$ cat config.mk
export PLATFORM = sky130hd
export DESIGN_NAME = msg_arbiter_flat
export DESIGN_NICKNAME = d
export VERILOG_FILES = /design/src/rtl/msg_arbiter_pkg.sv /design/src/rtl/msg_arbiter_if.sv /design/src/rtl/msg_arbiter_rr_pick.sv /design/src/rtl/msg_arbiter.sv /design/src/flat_wrapper.sv
export SDC_FILE = /design/constraint.sdc
export NUM_CORES = 1
export LEC_CHECK = 0
export ABC_AREA = 1
export CAP_MARGIN = 15
export CORE_MARGIN = 2
export CORE_UTILIZATION = 47
export DETAILED_ROUTE_END_ITERATION = 6
export PLACE_DENSITY = 0.88
export SLEW_MARGIN = 0
export SYNTH_ARGS = -nofsm -noshare
export SYNTH_HDL_FRONTEND = slang
export SYNTH_SLANG_ARGS = --single-unit
$ cat constraint.sdc
create_clock -name clock -period 2.9 [get_ports clock]
set_clock_uncertainty 0.05 [all_clocks]
set_input_delay 0.87 -clock clock [delete_from_list [all_inputs] [get_ports clock]]
set_output_delay 0.87 -clock clock [all_outputs]
set_load 0.02 [all_outputs]
$ cat src/rtl/msg_arbiter_pkg.sv
// Shared types and helpers for the message-channel arbiter and its round-robin picker.
package msg_arb_pkg;

   localparam int STATE_W = 2;

   typedef enum logic [STATE_W-1:0] {
      IDLE  = 2'd0,
      SEND  = 2'd1,
      ABORT = 2'd2
   } state_t;

   // Index visited at step 'off' of a scan that starts just after 'last' and wraps at n.
   function automatic int rr_index(input int last, input int off, input int n);
      return (last + off) % n;
   endfunction

endpackage

$ cat src/rtl/msg_arbiter_if.sv
// Framed message bundle: NREQ requester lanes in, one shared channel out, plus status.
interface msg_arbiter_if #(
   parameter int NREQ = 4,
   parameter int DW   = 8
);
   logic [NREQ-1:0]    req_valid;
   logic [NREQ-1:0]    req_head;
   logic [NREQ-1:0]    req_tail;
   logic [NREQ*DW-1:0] req_data;
   logic [NREQ-1:0]    req_ready;
   logic               out_valid;
   logic               out_head;
   logic               out_tail;
   logic [DW-1:0]      out_data;
   logic               out_ready;
   logic [NREQ-1:0]    grant;
   logic               msg_ip;
   logic               abort;

   modport master (
      output req_valid, req_head, req_tail, req_data, out_ready,
      input  req_ready, out_valid, out_head, out_tail, out_data, grant, msg_ip, abort
   );

   modport slave (
      input  req_valid, req_head, req_tail, req_data, out_ready,
      output req_ready, out_valid, out_head, out_tail, out_data, grant, msg_ip, abort
   );
endinterface

$ cat src/rtl/msg_arbiter_rr_pick.sv
// Combinational round-robin picker: first requester after 'last', scanning upward with wrap.
// Zero latency; no flow control of its own.
module rr_pick
   import msg_arb_pkg::*;
#(
   parameter int NREQ = 4,
   parameter int IW   = (NREQ > 1) ? $clog2(NREQ) : 1
) (
   input  logic [NREQ-1:0] req,
   input  logic [IW-1:0]   last,
   output logic [NREQ-1:0] pick,
   output logic            any
);

   logic [IW-1:0] sel;
   logic          found;

   always_comb begin
      pick  = '0;
      sel   = '0;
      found = 1'b0;
      any   = |req;
      for (int k = 1; k <= NREQ; k++) begin
         sel = IW'(rr_index(int'(last), k, NREQ));
         if (!found && req[sel]) begin
            pick[sel] = 1'b1;
            found     = 1'b1;
         end
      end
   end

endmodule

$ cat src/rtl/msg_arbiter.sv
// Round-robin message arbiter: grant locked head..tail, watchdog aborts stalled messages.
// 1-cycle arbitration, 1-cycle gap between messages; out_ready passes straight to the owner's req_ready.
module msg_arbiter
   import msg_arb_pkg::*;
#(
   parameter int NREQ    = 4,
   parameter int DW      = 8,
   parameter int TIMEOUT = 16
) (
   input  logic         clock,
   input  logic         reset,
   msg_arbiter_if.slave bus
);

   localparam int IW = (NREQ > 1) ? $clog2(NREQ) : 1;
   localparam int CW = (TIMEOUT > 0) ? $clog2(TIMEOUT + 1) : 1;

   state_t          state;
   logic [NREQ-1:0] grant;
   logic [IW-1:0]   gidx;
   logic [IW-1:0]   last_grant;
   logic [CW-1:0]   stall;
   logic            msg_ip;
   logic            abort;

   logic [NREQ-1:0] pick;
   logic            any;
   logic [IW-1:0]   pick_idx;
   logic [CW-1:0]   stall_nxt;
   logic            xfer;

   rr_pick #(.NREQ(NREQ), .IW(IW)) u_pick (
      .req  (bus.req_valid & bus.req_head),
      .last (last_grant),
      .pick (pick),
      .any  (any)
   );

   always_comb begin
      pick_idx = '0;
      for (int i = 0; i < NREQ; i++) begin
         if (pick[i]) pick_idx = IW'(i);
      end
   end

   // Channel mux: only the locked owner is visible, and only while sending.
   always_comb begin
      bus.out_valid = 1'b0;
      bus.out_head  = 1'b0;
      bus.out_tail  = 1'b0;
      bus.out_data  = '0;
      bus.req_ready = '0;
      if (state == SEND) begin
         bus.out_valid       = bus.req_valid[gidx];
         bus.out_head        = bus.req_head[gidx];
         bus.out_tail        = bus.req_tail[gidx];
         bus.out_data        = bus.req_data[int'(gidx) * DW +: DW];
         bus.req_ready[gidx] = bus.out_ready;
      end
   end

   assign xfer      = bus.out_valid & bus.out_ready;
   assign stall_nxt = stall + 1'b1;

   always_ff @(posedge clock) begin
      if (reset) begin
         state      <= IDLE;
         grant      <= '0;
         gidx       <= '0;
         last_grant <= IW'(NREQ - 1);
         stall      <= '0;
         msg_ip     <= 1'b0;
         abort      <= 1'b0;
      end else begin
         abort <= 1'b0;
         case (state)
            IDLE: begin
               if (any) begin
                  state  <= SEND;
                  grant  <= pick;
                  gidx   <= pick_idx;
                  stall  <= '0;
                  msg_ip <= 1'b1;
               end
            end
            SEND: begin
               if (xfer) begin
                  stall <= '0;
                  if (bus.out_tail) begin
                     state      <= IDLE;
                     grant      <= '0;
                     last_grant <= gidx;
                     msg_ip     <= 1'b0;
                  end
               end else if (!bus.req_valid[gidx] && TIMEOUT != 0) begin
                  // Only a silent owner counts; out_ready backpressure never aborts.
                  stall <= stall_nxt;
                  if (stall_nxt == CW'(TIMEOUT)) begin
                     state  <= ABORT;
                     abort  <= 1'b1;
                     msg_ip <= 1'b0;
                  end
               end
            end
            ABORT: begin
               state      <= IDLE;
               grant      <= '0;
               last_grant <= gidx;
               stall      <= '0;
            end
            default: state <= IDLE;
         endcase
      end
   end

   assign bus.grant  = grant;
   assign bus.msg_ip = msg_ip;
   assign bus.abort  = abort;

endmodule

$ cat src/flat_wrapper.sv
// flat-port wrapper written by rule: the top's interface ports become plain ports
module msg_arbiter_flat import msg_arb_pkg::*;
#(
   parameter int NREQ    = 4,
   parameter int DW      = 8,
   parameter int TIMEOUT = 16
)
  (clock, reset, bus_req_valid, bus_req_head, bus_req_tail, bus_req_data, bus_out_ready, bus_req_ready, bus_out_valid, bus_out_head, bus_out_tail, bus_out_data, bus_grant, bus_msg_ip, bus_abort);
  msg_arbiter_if #(.NREQ(NREQ), .DW(DW)) bus_i ();
  input  logic clock;
  input  logic reset;
  input wire logic [$bits(bus_i.req_valid)-1:0] bus_req_valid;
  input wire logic [$bits(bus_i.req_head)-1:0] bus_req_head;
  input wire logic [$bits(bus_i.req_tail)-1:0] bus_req_tail;
  input wire logic [$bits(bus_i.req_data)-1:0] bus_req_data;
  input wire logic [$bits(bus_i.out_ready)-1:0] bus_out_ready;
  output wire logic [$bits(bus_i.req_ready)-1:0] bus_req_ready;
  output wire logic [$bits(bus_i.out_valid)-1:0] bus_out_valid;
  output wire logic [$bits(bus_i.out_head)-1:0] bus_out_head;
  output wire logic [$bits(bus_i.out_tail)-1:0] bus_out_tail;
  output wire logic [$bits(bus_i.out_data)-1:0] bus_out_data;
  output wire logic [$bits(bus_i.grant)-1:0] bus_grant;
  output wire logic [$bits(bus_i.msg_ip)-1:0] bus_msg_ip;
  output wire logic [$bits(bus_i.abort)-1:0] bus_abort;
  assign bus_i.req_valid = bus_req_valid;
  assign bus_i.req_head = bus_req_head;
  assign bus_i.req_tail = bus_req_tail;
  assign bus_i.req_data = bus_req_data;
  assign bus_i.out_ready = bus_out_ready;
  assign bus_req_ready = bus_i.req_ready;
  assign bus_out_valid = bus_i.out_valid;
  assign bus_out_head = bus_i.out_head;
  assign bus_out_tail = bus_i.out_tail;
  assign bus_out_data = bus_i.out_data;
  assign bus_grant = bus_i.grant;
  assign bus_msg_ip = bus_i.msg_ip;
  assign bus_abort = bus_i.abort;
  msg_arbiter #(.NREQ(NREQ), .DW(DW), .TIMEOUT(TIMEOUT)) u_core (.clock(clock), .reset(reset), .bus(bus_i));
endmodule
Word-level counts from Yosys, hierarchy flattened

Index checks and enable logic that the tools add are counted.
Widths: inputs -> output; s select.

Add/sub/neg operators: 5
Magnitude comparators: 10
Eq/ne operators: 9
Shift operators: 1
Muxes and demuxes: 63
Bitwise gates (word level): 7
Reductions and logical operators: 23

Operators by type and width:

| kind                | count |
|---|---|
| $mux 4              | 8 |
| $shiftx 32x6->8     | 1 |
| $mux 1              | 25 |
| $mux 2              | 9 |
| $lt 2x3->1 const B  | 5 |
| $mux 5              | 3 |
| $pmux 5 s3          | 1 |
| $bmux 1 s2          | 7 |
| $or 4x4->4          | 3 |
| $pmux 4 s3          | 1 |
| $demux 1 s2         | 5 |
| $ge 2x1->1 const B  | 5 |
| $and 4x4->4         | 2 |
| $logic_and 1x1->1   | 8 |
| $mux 8              | 1 |
| $pmux 2 s2          | 2 |
| $reduce_and 4->1    | 2 |
| $reduce_or 4->1     | 2 |
| $ne 3x2->1 const B  | 2 |
| $reduce_and 3->1    | 2 |
| $add 5x1->5 const B | 1 |
| $eq 5x5->1 const B  | 1 |
| $reduce_and 5->1    | 1 |
| $add 2x1->2 const B | 2 |
| other kinds (14)    | 19 |

Bits in registers: 17
Input port bits: 47
Output and inout bits: 21
Word-level logic and storage cells: 125

Depth between registers and ports, before layout

Depth after elaboration: 16
Gate-level depth with buffers: 13
Mapped depth without buffers: 12

Hierarchy

Synthesis repeated with hierarchy kept, for this count alone.

Cells, all modules: 271
Area total of the unflattened synthesis: 1,751.7 um^2

By module, submodules not included:

| module      | instances | cells an instance | area an instance (um^2) | sequential area each (um^2) |
|---|---|---|---|---|
| msg_arbiter | 1         | 195               | 1,323.8                 | 340.3 |
| rr_pick     | 1         | 76                | 427.9                   | 0.0 |

Worst setup path after synthesis

OpenSTA, ideal clock, no wires.

Path type: input-to-output
Start point: input bus_out_ready
End point: output bus_req_ready[0]
Data arrival time: 1,428 ps
Data required time: 1,980 ps
Setup slack: 552 ps
Stages: 2
Path buffers: 0
Cells stage by stage: nand2_1 > nor3_1

Longest elaborated chain between the ends: 2

RTL lines:

| what                  | RTL line           | text |
|---|---|---|
| from (decl)           | flat_wrapper.sv:16 | `input wire logic [$bits(bus_i.out_ready)-1:0] bus_out_ready;` |
| $and 4x4->4 (no line) | -                  |  |
| $mux 4                | msg_arbiter.sv:53  | `if (state == SEND) begin` |
| to (decl)             | flat_wrapper.sv:17 | `output wire logic [$bits(bus_i.req_ready)-1:0] bus_req_ready;` |

Every way passes these cells.

Worst setup path after layout

Start point: input bus_req_data[26]
End point: output bus_out_data[2]

Longest elaborated chain between the ends: 2

RTL lines:

| what            | RTL line           | text |
|---|---|---|
| from (decl)     | flat_wrapper.sv:15 | `input wire logic [$bits(bus_i.req_data)-1:0] bus_req_data;` |
| $shiftx 32x6->8 | msg_arbiter.sv:57  | `bus.out_data = bus.req_data[int'(gidx) * DW +: DW];` |
| $mux 8          | msg_arbiter.sv:53  |  |
| to (decl)       | flat_wrapper.sv:21 | `output wire logic [$bits(bus_i.out_data)-1:0] bus_out_data;` |

Every way passes these cells.

==> results_dict.tcl <==
set metrics [dict create \
    rsz0062_at_grt "false" \
    swShare 0.537 \
    grt.met2_usage 0.469 \
    via_per_inst 5.34 \
    syn_avg_cell_area_um2 6.64 \
    crit_end "bus_out_data[2]" \
    grt_max_degree 14 \
    power_frac_seq 0.195 \
    worst_setup_path_end_kind "output port" \
    vias 2044 \
    ant_nets 0 \
    netlist_top_cells_area "dfxtp_1 20%, nand2_1 12%, nand3_1 12%" \
    final_cells 383 \
    fp.coreArea_um2 3420 \
    path_clk_slew_ns 0.09 \
    outcome "finished clean" \
    r2r_slack_ns 0.69 \
    synth_area_um2 1710 \
    syn_inst 257 \
    dp_cells 379 \
    drive_above_1_share 0.190 \
    grt_pass1_wl_um 8650 \
    combPwrFrac 0.745 \
    timing.slew.headroom 0.701 \
    hold_viol 0 \
    layout_common_cells "55 x nand2_1, 52 x clkdlybuf4s50_1, 40 x nand3_1, 20 x inv_1, 18 x a22oi_1" \
    gp_congestion 0.886 \
    post_dp_cell_area_um2 2500 \
    setup_tns_ns 0 \
    final_util 0.729 \
    met1_usage 0.303 \
    worstPathRequired_ns 1.98 \
    rows 21 \
    power.ir.vdd_worst_v 0.000639 \
    port_buffers 67 \
    r2r_cells 10 \
    cp-start-kind "primary input" \
    cts_max_level 1 \
    top_usage_layer "met2" \
    layout.nets 397 \
    first_global_vias 2031 \
    clock-sinks 17 \
    dr.first_iter.drc_count 155 \
    cts_setup_buffers 0 \
    synth_seq_area_share 0.199 \
    hpwl_um 3870 \
    clock_path_buffers 2 \
    cp_max_fo 1 \
    firstDrtPassIters 4 \
    setup_ws_ns 0.0521 \
    worstSkewPairLatency_ns 0.29 \
    fp.dieW_um 64.3 \
    area_growth_pct 45.8 \
    slew_violations 0 \
    cts_hold_buf 0 \
    grt_overflow_total 0 \
    io_pins 68 \
    synth_seq_cells 17 \
    setup_viol 0 \
    routedWlPerCell_um 12.6 \
    cts_tree "yes" \
    drv_cap 0 \
    p_int_uw 947 \
    synth_top_area_cell "dfxtp_1" \
    p_leak_nw 1.17 \
    p_switching_mw 1.10 \
    pwr_density_cell_nw_per_um2 821 \
    antenna_found_initial 0 \
    dieArea_um2 4130 \
    fin_crit_ns 2.85 \
    crit_start "bus_req_data[26]" \
    hold_class "reg2reg" \
    clkPwrFrac 0.060 \
    timing.rr.start "u_core.last_grant[1]" \
    yosysWarnings 0 \
    max_freq_ghz 0.351 \
    drcViolationCount 0 \
    finalWirelength_um 4830 \
    die_y_um 64.3 \
    start_util 0.500 \
    min_period_over_period 0.982 \
    antenna_cells 0 \
    cts_buffers 3 \
    tightest_slew_ns 0.448 \
    hold_ws_ns 0.428 \
    yosysTopAreaCellShare 0.199 \
    synth_cell_types 31 \
    p_total_mw 2.04 \
    stdcell_area_um2 2490 \
    rr_endpoint "u_core.bus.grant[3]" \
    root_buffer "clkbuf_4" \
    crit_arrival_ns 1.93 \
    use_met3 0.0528 \
    track_usage 0.256 \
    final_common_cell "nand2_1" \
    syn-num-nets 316 \
    place_ws_ns -0.358 \
    criticalPathCategory "in2out" \
    nFillCells 287 \
]
## critical path: stages
cell             delay [ns]
clkdlybuf4s50_1        0.47
a22oi_1                0.08
a21oi_1                0.14
dlygate4sd2_1          0.36
## layer usage
metal,share of wire,vias up
met5,0,-
met4,0.012,0
met3,0.052,8
met1,0.43,941
met2,0.50,60
li1,-,1035
## flip-flops by register name, indices dropped and copies added (netlist names)
name / cells
u_core.stall: 5
u_core.bus.abort: 1
u_core.bus.grant: 4
u_core.last_grant: 2
u_core.bus.msg_ip: 1
u_core.gidx: 2
u_core.state: 2
## synthesized netlist by cell type (all sizes together)
master	n
nand4	5
inv	25
o211ai	1
o21ai	8
buf	6
or2	1
nor4	1
nor3	3
nand3	42
clkbuf	2
nor2	25
xor2	1
nand2	69
ha	12
nand3b	1
a21oi	20
a22oi	18
dfxtp	17
## layout make-up
cell class	instances	area, um^2	share of cell area
Clock inverter	1	5.00	0.00201
Clock buffer	3	22.5	0.00905
Sequential cell	17	340	0.137
Inverter	25	96.3	0.0387
Timing Repair Buffer	84	752	0.302
Multi-Input combinational cell	207	1210	0.488
Tap cell	46	57.6	0.0231
## worst min-delay path by stage
| stage | slack (ns) | from | depth (start not counted) | to |
|---|---|---|---|---|
| detailed placement | 0.41 | u_core.bus.msg_ip | 2 | u_core.bus.msg_ip |
| global route | 0.46 | u_core.bus.msg_ip | 2 | u_core.bus.msg_ip |
| CTS | 0.43 | u_core.bus.msg_ip | 2 | u_core.bus.msg_ip |
| global placement | 0.40 | u_core.bus.msg_ip | 2 | u_core.bus.msg_ip |
| finish | 0.43 | u_core.bus.msg_ip | 2 | u_core.bus.msg_ip |
| floorplan | 0.40 | u_core.stall[4] | 2 | u_core.stall[4] |
## power by group through the flow
stage / Clock [mW] / Sequential (mW) / Combinational [mW]
6_report: 0.123 / 0.399 / 1.52
3_5_place_dp: 0 / 0.401 / 1.55
3_3_place_gp: 0 / 0.396 / 1.52
4_1_cts: 0.126 / 0.397 / 1.52
2_1_floorplan: 0 / 0.403 / 1.11
5_1_grt: 0.137 / 0.410 / 1.72
## what timing repair did
action	CTS	global route
endpoints found under the setup margin	15	10
resized for setup	24	14
pin swaps	0	0
endpoints found under the hold margin	0	0
## logic make-up (layout without fill, tap and decap cells)
group | Yosys count | after routing | share of synthesized area
simple gates | 147 | 147 | 0.441
compound gates | 47 | 47 | 0.174
buf+inv | 33 | 113 | 0.0916
flops | 17 | 17 | 0.199
fa+ha+maj | 12 | 12 | 0.0880
xor+xnor | 1 | 1 | 0.00513
(Power assumes the default switching activity.)
